--- config.mk ---
export PLATFORM = sky130hd
export DESIGN_NAME = day20_arb
export DESIGN_NICKNAME = d
export VERILOG_FILES = /design/src/rtl/day20_arb.sv
export SDC_FILE = /design/constraint.sdc
export NUM_CORES = 1
export LEC_CHECK = 0
export CORE_UTILIZATION = 33
export CTS_BUF_LIST = sky130_fd_sc_hd__clkbuf_16
export DETAILED_ROUTE_END_ITERATION = 12
export GPL_TIMING_DRIVEN = 0
export PLACE_DENSITY_LB_ADDON = 0.3
export SLEW_MARGIN = 20
export SYNTH_ARGS = -nofsm -noshare
export SYNTH_HDL_FRONTEND = slang
export SYNTH_SLANG_ARGS = --single-unit
export TNS_END_PERCENT = 10
--- constraint.sdc ---
create_clock -name clk -period 1.7 [get_ports clk]
set_clock_uncertainty 0.1 [all_clocks]
set_input_delay 0.34 -clock clk [delete_from_list [all_inputs] [get_ports clk]]
set_output_delay 0.34 -clock clk [all_outputs]
set_load 0.02 [all_outputs]
--- src/rtl/day20_arb.sv ---
// rtl/day20_arb.sv - round-robin arbiter sharing the day20 memory port between NUM_REQ requesters
module day20_arb #(
  parameter int NUM_REQ = 4,
  parameter int ADDR_W  = 8,
  parameter int TIMEOUT = 16
) (
  input  logic                      clk,
  input  logic                      reset,
  input  logic [NUM_REQ-1:0]        req_i,
  input  logic [NUM_REQ-1:0]        we_i,
  input  logic [NUM_REQ*ADDR_W-1:0] addr_i,
  input  logic [NUM_REQ*32-1:0]     wdata_i,
  output logic [NUM_REQ-1:0]        gnt_o,
  output logic [NUM_REQ-1:0]        done_o,
  output logic [31:0]               rd_data_o,
  output logic                      err_o,
  output logic                      mem_req_o,
  output logic                      mem_we_o,
  output logic [ADDR_W-1:0]         mem_addr_o,
  output logic [31:0]               mem_wdata_o,
  input  logic                      mem_ready_i,
  input  logic                      mem_rd_valid_i,
  input  logic [31:0]               mem_rd_data_i
);

  localparam int IW = (NUM_REQ > 1) ? $clog2(NUM_REQ) : 1;
  localparam int CW = $clog2(TIMEOUT);
  localparam logic [IW:0]   NUM_W    = (IW+1)'(NUM_REQ);
  localparam logic [IW-1:0] IDX_LAST = IW'(NUM_REQ - 1);
  localparam logic [CW-1:0] CNT_LAST = CW'(TIMEOUT - 1);

  typedef enum logic [1:0] {
    IDLE,
    ISSUE,
    WAIT_RD
  } state_t;

  state_t              state;
  logic [IW-1:0]       ptr;
  logic [IW-1:0]       idx;
  logic [CW-1:0]       cnt;

  logic [ADDR_W-1:0]   addr_arr  [NUM_REQ];
  logic [31:0]         wdata_arr [NUM_REQ];

  logic [NUM_REQ-1:0]  elig;
  logic                found;
  logic [IW-1:0]       sel_idx;
  logic [IW:0]         sum;
  logic [IW-1:0]       cand;
  logic [NUM_REQ-1:0]  idx_onehot;
  logic [IW-1:0]       ptr_next;

  for (genvar k = 0; k < NUM_REQ; k++) begin : g_unpack
    assign addr_arr[k]  = addr_i[k*ADDR_W +: ADDR_W];
    assign wdata_arr[k] = wdata_i[k*32 +: 32];
  end

  // A requester whose grant pulse is on the output right now still has req_i high; skip it.
  always_comb begin
    elig    = req_i & ~gnt_o;
    found   = 1'b0;
    sel_idx = '0;
    sum     = '0;
    cand    = '0;
    for (int i = 0; i < NUM_REQ; i++) begin
      sum = {1'b0, ptr} + (IW+1)'(i);
      if (sum >= NUM_W) begin
        sum = sum - NUM_W;
      end
      cand = sum[IW-1:0];
      if (!found && elig[cand]) begin
        found   = 1'b1;
        sel_idx = cand;
      end
    end
  end

  assign idx_onehot = NUM_REQ'(1) << idx;
  assign ptr_next   = (idx == IDX_LAST) ? '0 : idx + 1'b1;

  always_ff @(posedge clk or negedge reset) begin
    if (!reset) begin
      state       <= IDLE;
      ptr         <= '0;
      idx         <= '0;
      cnt         <= '0;
      gnt_o       <= '0;
      done_o      <= '0;
      err_o       <= 1'b0;
      rd_data_o   <= '0;
      mem_req_o   <= 1'b0;
      mem_we_o    <= 1'b0;
      mem_addr_o  <= '0;
      mem_wdata_o <= '0;
    end else begin
      gnt_o  <= '0;
      done_o <= '0;
      err_o  <= 1'b0;
      case (state)
        IDLE: begin
          if (found) begin
            idx         <= sel_idx;
            mem_req_o   <= 1'b1;
            mem_we_o    <= we_i[sel_idx];
            mem_addr_o  <= addr_arr[sel_idx];
            mem_wdata_o <= wdata_arr[sel_idx];
            state       <= ISSUE;
          end
        end
        ISSUE: begin
          if (mem_ready_i) begin
            mem_req_o <= 1'b0;
            gnt_o     <= idx_onehot;
            ptr       <= ptr_next;
            if (mem_we_o) begin
              done_o <= idx_onehot;
              state  <= IDLE;
            end else begin
              cnt   <= '0;
              state <= WAIT_RD;
            end
          end
        end
        WAIT_RD: begin
          // Returned data takes precedence over a timeout landing in the same cycle.
          if (mem_rd_valid_i) begin
            rd_data_o <= mem_rd_data_i;
            done_o    <= idx_onehot;
            state     <= IDLE;
          end else if (cnt == CNT_LAST) begin
            rd_data_o <= 32'hDEAD_BEEF;
            done_o    <= idx_onehot;
            err_o     <= 1'b1;
            state     <= IDLE;
          end else begin
            cnt <= cnt + 1'b1;
          end
        end
        default: state <= IDLE;
      endcase
    end
  end

endmodule
[After elaboration in Yosys (flattened, before gate mapping)]
Cells that the tools add are included.
Widths: inputs -> output; s select.
Operators by class
  add/subtract/negate cells: 9
  bitwise operators: 3
  muxes and demuxes: 55
  shift operators: 1
  reductions and logical operators: 16
  eq/ne operators: 10
  $lt $le $gt $ge: 10
Operators by type and width (number)
  $mux 32: 4
  $bmux 32 s2: 1
  $mux 4: 10
  $mux 2: 14
  $bmux 8 s2: 1
  $mux 8: 2
  $pmux 4 s2: 2
  $lt 2x3->1 const B: 5
  $mux 1: 14
  $ge 3x3->1 const B: 4
  $bmux 1 s2: 5
  $ne 2x2->1 const B: 5
  $sub 2x1->2 const B: 4
  $add 2x2->3 const B: 2
  $pmux 2 s3: 1
  $reduce_and 2->1: 3
  $reduce_and 3->1: 2
  $reduce_bool 2->1: 3
  $reduce_and 5->1: 1
  $add 4x1->4 const B: 1
  $and 4x4->4: 1
  $eq 2x2->1 const B: 2
  $eq 4x4->1 const B: 1
  $not 4->4: 1
  11 further kinds: 15
Storage, ports and cells
  input port bits: 204
  register bits after elaboration: 93

[Depth between registers and ports, before layout]
  depth in word-level cells: 18
  gate-level depth with buffers: 8
  depth with buffers taken out: 7

[Least setup slack after synthesis]
Ideal clock, no wire load.
  path type: reg2reg
  from: register gnt_o[3]
  to: register mem_addr_o[0]
  arrival: 1606 ps
  cell stages (with the launch flop): 7
  slack: -147 ps
  path buffers: 1
  data required time: 1459 ps
  cells stage by stage: dfrtp_1 and2b_2 nor2_2 o221a_4 buf_6 a222oi_1 a31oi_1
On the way
  word-level cells in the longest chain between the ends: 18
  elaborated cells on any way between the ends: 29
  classes of those cells: 19 x mux; 3 x bitwise; 7 x reduce/logical
RTL lines
  from (decl): RTL line 13  | output logic [NUM_REQ-1:0] gnt_o,
  from (signal assigned): RTL line 114  | gnt_o <= idx_onehot;
  $not 4->4 *: RTL line 61  | elig = req_i & ~gnt_o;
  $and 4x4->4 *: RTL line 61
  $bmux 1 s2: RTL line 72  | if (!found && elig[cand]) begin
  $mux 1 (not written as such): RTL line 72
  $mux 1: RTL line 72
  $logic_not 1->1: RTL line 72
  $logic_and 1x1->1: RTL line 72
  $mux 1: RTL line 72
  $logic_not 1->1: RTL line 72
  $logic_and 1x1->1: RTL line 72
  $mux 1: RTL line 72
  $logic_not 1->1: RTL line 72
  $logic_and 1x1->1: RTL line 72
  $mux 2: RTL line 72
  $not 2->3 (not written as such): RTL line 106  | mem_addr_o <= addr_arr[sel_idx];
  $bmux 8 s2: RTL line 106
  $mux 8 (not written as such) (2 in a row): RTL line 106
  to (signal assigned): RTL line 106
  to (decl): RTL line 19  | output logic [ADDR_W-1:0] mem_addr_o,
Every way passes the cells marked *; elsewhere a longest branch is shown, timed or not. The select of a mux whose other input is x is not followed.
A chain may end at the register's enable or synchronous reset.

[Worst setup path in the final report]
  from: register ptr[0]
  to: register mem_addr_o[0]
On the way
  word-level cells in the longest chain between the ends: 18
  elaborated cells on any way between the ends: 42
  classes of those cells: 7 x add/sub; 4 x order compare; 23 x mux; 1 x bitwise; 7 x reduce/logical
RTL lines
  from (decl): RTL line 39  | logic [IW-1:0] ptr;
  from (signal assigned): RTL line 115  | ptr <= ptr_next;
  branches (longest 18 deep; another with $add 2x1->3)
Parallel ways; which one is timed is not known. The select of a mux whose other input is x is not followed.

==> impl_metrics.py <==
metrics = {
    "floorplanning": {
        "core_area_um2": 13200,
        "dieHeight_um": 118,
        "start_util_pct": 33.8,
        "die_width_um": 118,
        "die_area_um2": 14000,
        "ios": 287,
        "rows": 42,
    },
    "grt": {
        "antenna_found_initial": 0,
        "gr-total-overflow": 0,
        "grt_max_degree": 49,
        "gr-usage-all-layers_pct": 26.0,
        "grt_pass1_wl_um": 27700,
        "grt_pass1_vias": 5019,
    },
    "synth": {
        "avgSynthCellArea_um2": 10.6,
        "yosysMostFrequentCell": "dfrtp_1",
        "ys_types": 45,
        "syn_nets": 632,
        "synth_area_um2": 4450,
        "syn_inst": 420,
        "yosys_warnings": 0,
        "synth_seq_cells": 93,
        "synthArstFlopShare_pct": 100,
        "synth.yosys.seq_area_share_pct": 52.3,
        "ys.flop_type": "dfrtp_1",
        "netlist_top_cells_area": "dfrtp_1, a222oi_1, a31oi_1, o22a_1, nand2_1",
        "yosys-top-cells-count": "dfrtp_1, nand2_1, nor2_1",
        "synth_edf_count": 0,
        "yosysTopAreaCellShare_pct": 52.3,
        "synth_top_cell_by_area": "dfrtp_1",
    },
    "clocking": {
        "clk_pin_slew_ps": 70,
        "clk_path_buf_depth": 2,
        "cts_tree": "done",
        "cts_sinks": 93,
        "htree_levels": 3,
        "cts-buffers-inserted": 9,
        "worstSkewPairLatency_ps": 350,
        "cts-root-buf": "clkbuf_16",
    },
    "worst_hold_path": {
        "hold_class": "in -> reg",
    },
    "placement": {
        "portBuffers": 285,
        "dp_hpwl_um": 13700,
        "dp.cells": 882,
        "place_area_um2": 7570,
        "gp_routability_congestion": 0.947,
    },
    "sta": {
        "hold_slack_ps": 298,
        "rsz0062_at_grt": "true",
        "hold_viol_final": 0,
        "slew_headroom_pct": 69.2,
        "drv_slew": 0,
        "fin_crit_ps": 2050,
        "tightestPinTransition_ps": 461,
        "fin_ws_ps": -351,
        "max_freq_mhz": 487,
        "min_period_over_period_pct": 121,
        "setup_violations": 43,
    },
    "pwr": {
        "ir_drop_uv": 718,
        "power_density_nw_per_um2": 1610,
        "p_leak_nw": 3.32,
    },
    "critical_path": {
        "reg2reg_slack_ps": -350,
        "crit_slowest_cell": "a222oi_1",
        "crit_buf_inv": 2,
        "crit_path_max_incr_delay_ps": 440,
        "worst_setup_path_end_kind": "register",
        "criticalPathCategory": "reg -> reg",
        "crit_arrival_ps": 2170,
        "path_cells": "clkbuf_2 -> o2111ai_2 -> nand2_2 -> buf_4 -> a222oi_1 -> a31oi_1",
        "critPathMaxFanout": 10,
        "cp_top_family": "compound AO/OA/AOI/OAI gates",
        "crit_required_ps": 1820,
        "start_kind": "register",
    },
    "run_status": {
        "status": "finished, violations left",
        "violations": "setup timing",
    },
    "drt": {
        "first_pass_iters": 9,
        "viasPerCell": 5.36,
        "drt_iter0_drc": 343,
        "routed_wl_um": 18000,
        "num_vias": 4854,
        "ant_nets": 0,
        "wl_per_cell_um": 19.9,
        "drc": 0,
    },
    "layout": {
        "final_layout_size_suffix_gt1_share_pct": 12.5,
        "layout.cells.non_filler": 905,
        "n_antenna_cell": 0,
        "nNetsFinal": 936,
        "final_area_um2": 7980,
        "syn_to_final_growth_pct": 79.2,
    },
    "job": {
        "maxCapViolCount": 0,
    },
}
-- cells in the final DEF, fill, tap and decap left out, types with 3 or more instances in the layout --
cell	instances
dfrtp_2	4
a22o_1	9
buf_6	9
o21ai_0	7
clkbuf_2	7
nor2_1	42
buf_2	7
clkbuf_16	9
inv_2	3
a31oi_1	42
nand3_1	5
dfrtp_1	89
dlygate4sd2_1	83
inv_1	3
o22a_1	24
nand2_1	49
clkbuf_4	7
and3_1	5
clkdlybuf4s50_1	200
a222oi_1	41
nand2b_1	7
ha_1	5
and2b_2	3
a21oi_1	3
clkinvlp_4	3
buf_4	8
and2_1	5
-- logic make-up (layout without fill, tap and decap cells) --
| kind of cell | Yosys count | in the layout | share of synthesized area (%) |
|---|---|---|---|
| fa+ha+maj | 8 | 8 | 2.25 |
| simple gates | 131 | 131 | 13.5 |
| buf+inv | 41 | 350 | 5.11 |
| flops | 93 | 93 | 52.3 |
| compound gates | 143 | 143 | 25.9 |
| mux | 4 | 4 | 0.983 |
-- per-stage QoR --
| stage | utilization, % | worst slack (ps) | TNS, ps | total power [W] |
|---|---|---|---|---|
| 5_1_grt | 60.5 | -424 | -15030 | 0.0136 |
| 2_1_floorplan | - | -110 | -4350 | 0.00772 |
| 3_5_place_dp | 57.4 | -764 | -46780 | 0.0112 |
| 3_3_place_gp | 57.2 | -3660 | -350730 | 0.0110 |
| 4_1_cts | 59.6 | -351 | -11110 | 0.0127 |
| 6_report | 60.5 | -351 | -10380 | 0.0128 |
-- area by class of cell --
type | count | area, um2
repair buffers | 293 | 2830
multi-input cells | 286 | 2000
well taps | 176 | 220
fillers | 1144 | 5210
inverters | 6 | 22.5
clock buffers | 9 | 225
clock inverters | 7 | 81.3
flip-flops and latches | 93 | 2330
plain buffers | 35 | 268
-- report_power, final --
| part | internal [W] | total, W | leakage, nW | switching [W] |
|---|---|---|---|---|
| logic | 0.00304 | 0.00690 | 2.09 | 0.00386 |
| clock network | 0.00116 | 0.00211 | 0.141 | 0.000953 |
| registers | 0.00324 | 0.00382 | 1.09 | 0.000583 |
-- layer usage --
layer  routed length [um]  part of all wire (%)  global-route usage (%)
met1                 7250                    40                    30.3
met2                 9260                    51                    46.8
met3                 1020                   5.7                    4.68
met4                  449                   2.5                    10.7
met5                    0                     0                       0
-- state kept, by name, summed over array words and instances, names as in the netlist, 4 cells and up --
register / flops
rd_data_o: 32
mem_addr_o: 8
cnt: 4
mem_wdata_o: 32
gnt_o: 4
done_o: 4
-- final timing paths --
| kind | from | cells past startpoint | to |
|---|---|---|---|
| setup / recovery | ptr[0] | 6 | mem_addr_o[0] |
| hold / removal | mem_ready_i | 2 | gnt_o[0] |
| setup reg to reg | ptr[0] | 6 | mem_addr_o[0] |
| hold reg to reg | rd_data_o[20] | 1 | rd_data_o[20] |
| max in group asynchronous | reset | 3 | gnt_o[0] |
| min in group asynchronous | reset | 2 | mem_addr_o[6] |
-- what timing repair did --
item / 4_1_cts / 5_1_grt
gates cloned: 0 / 1
gates resized for setup: 117 / 26
buffers inserted: 1 / 4
endpoints found under the hold margin: 45 / 0
endpoints found under the setup margin: 160 / 75
pin swaps: 13 / 9
hold buffers: 1 / 0
Power figures use the tool's default switching activity.
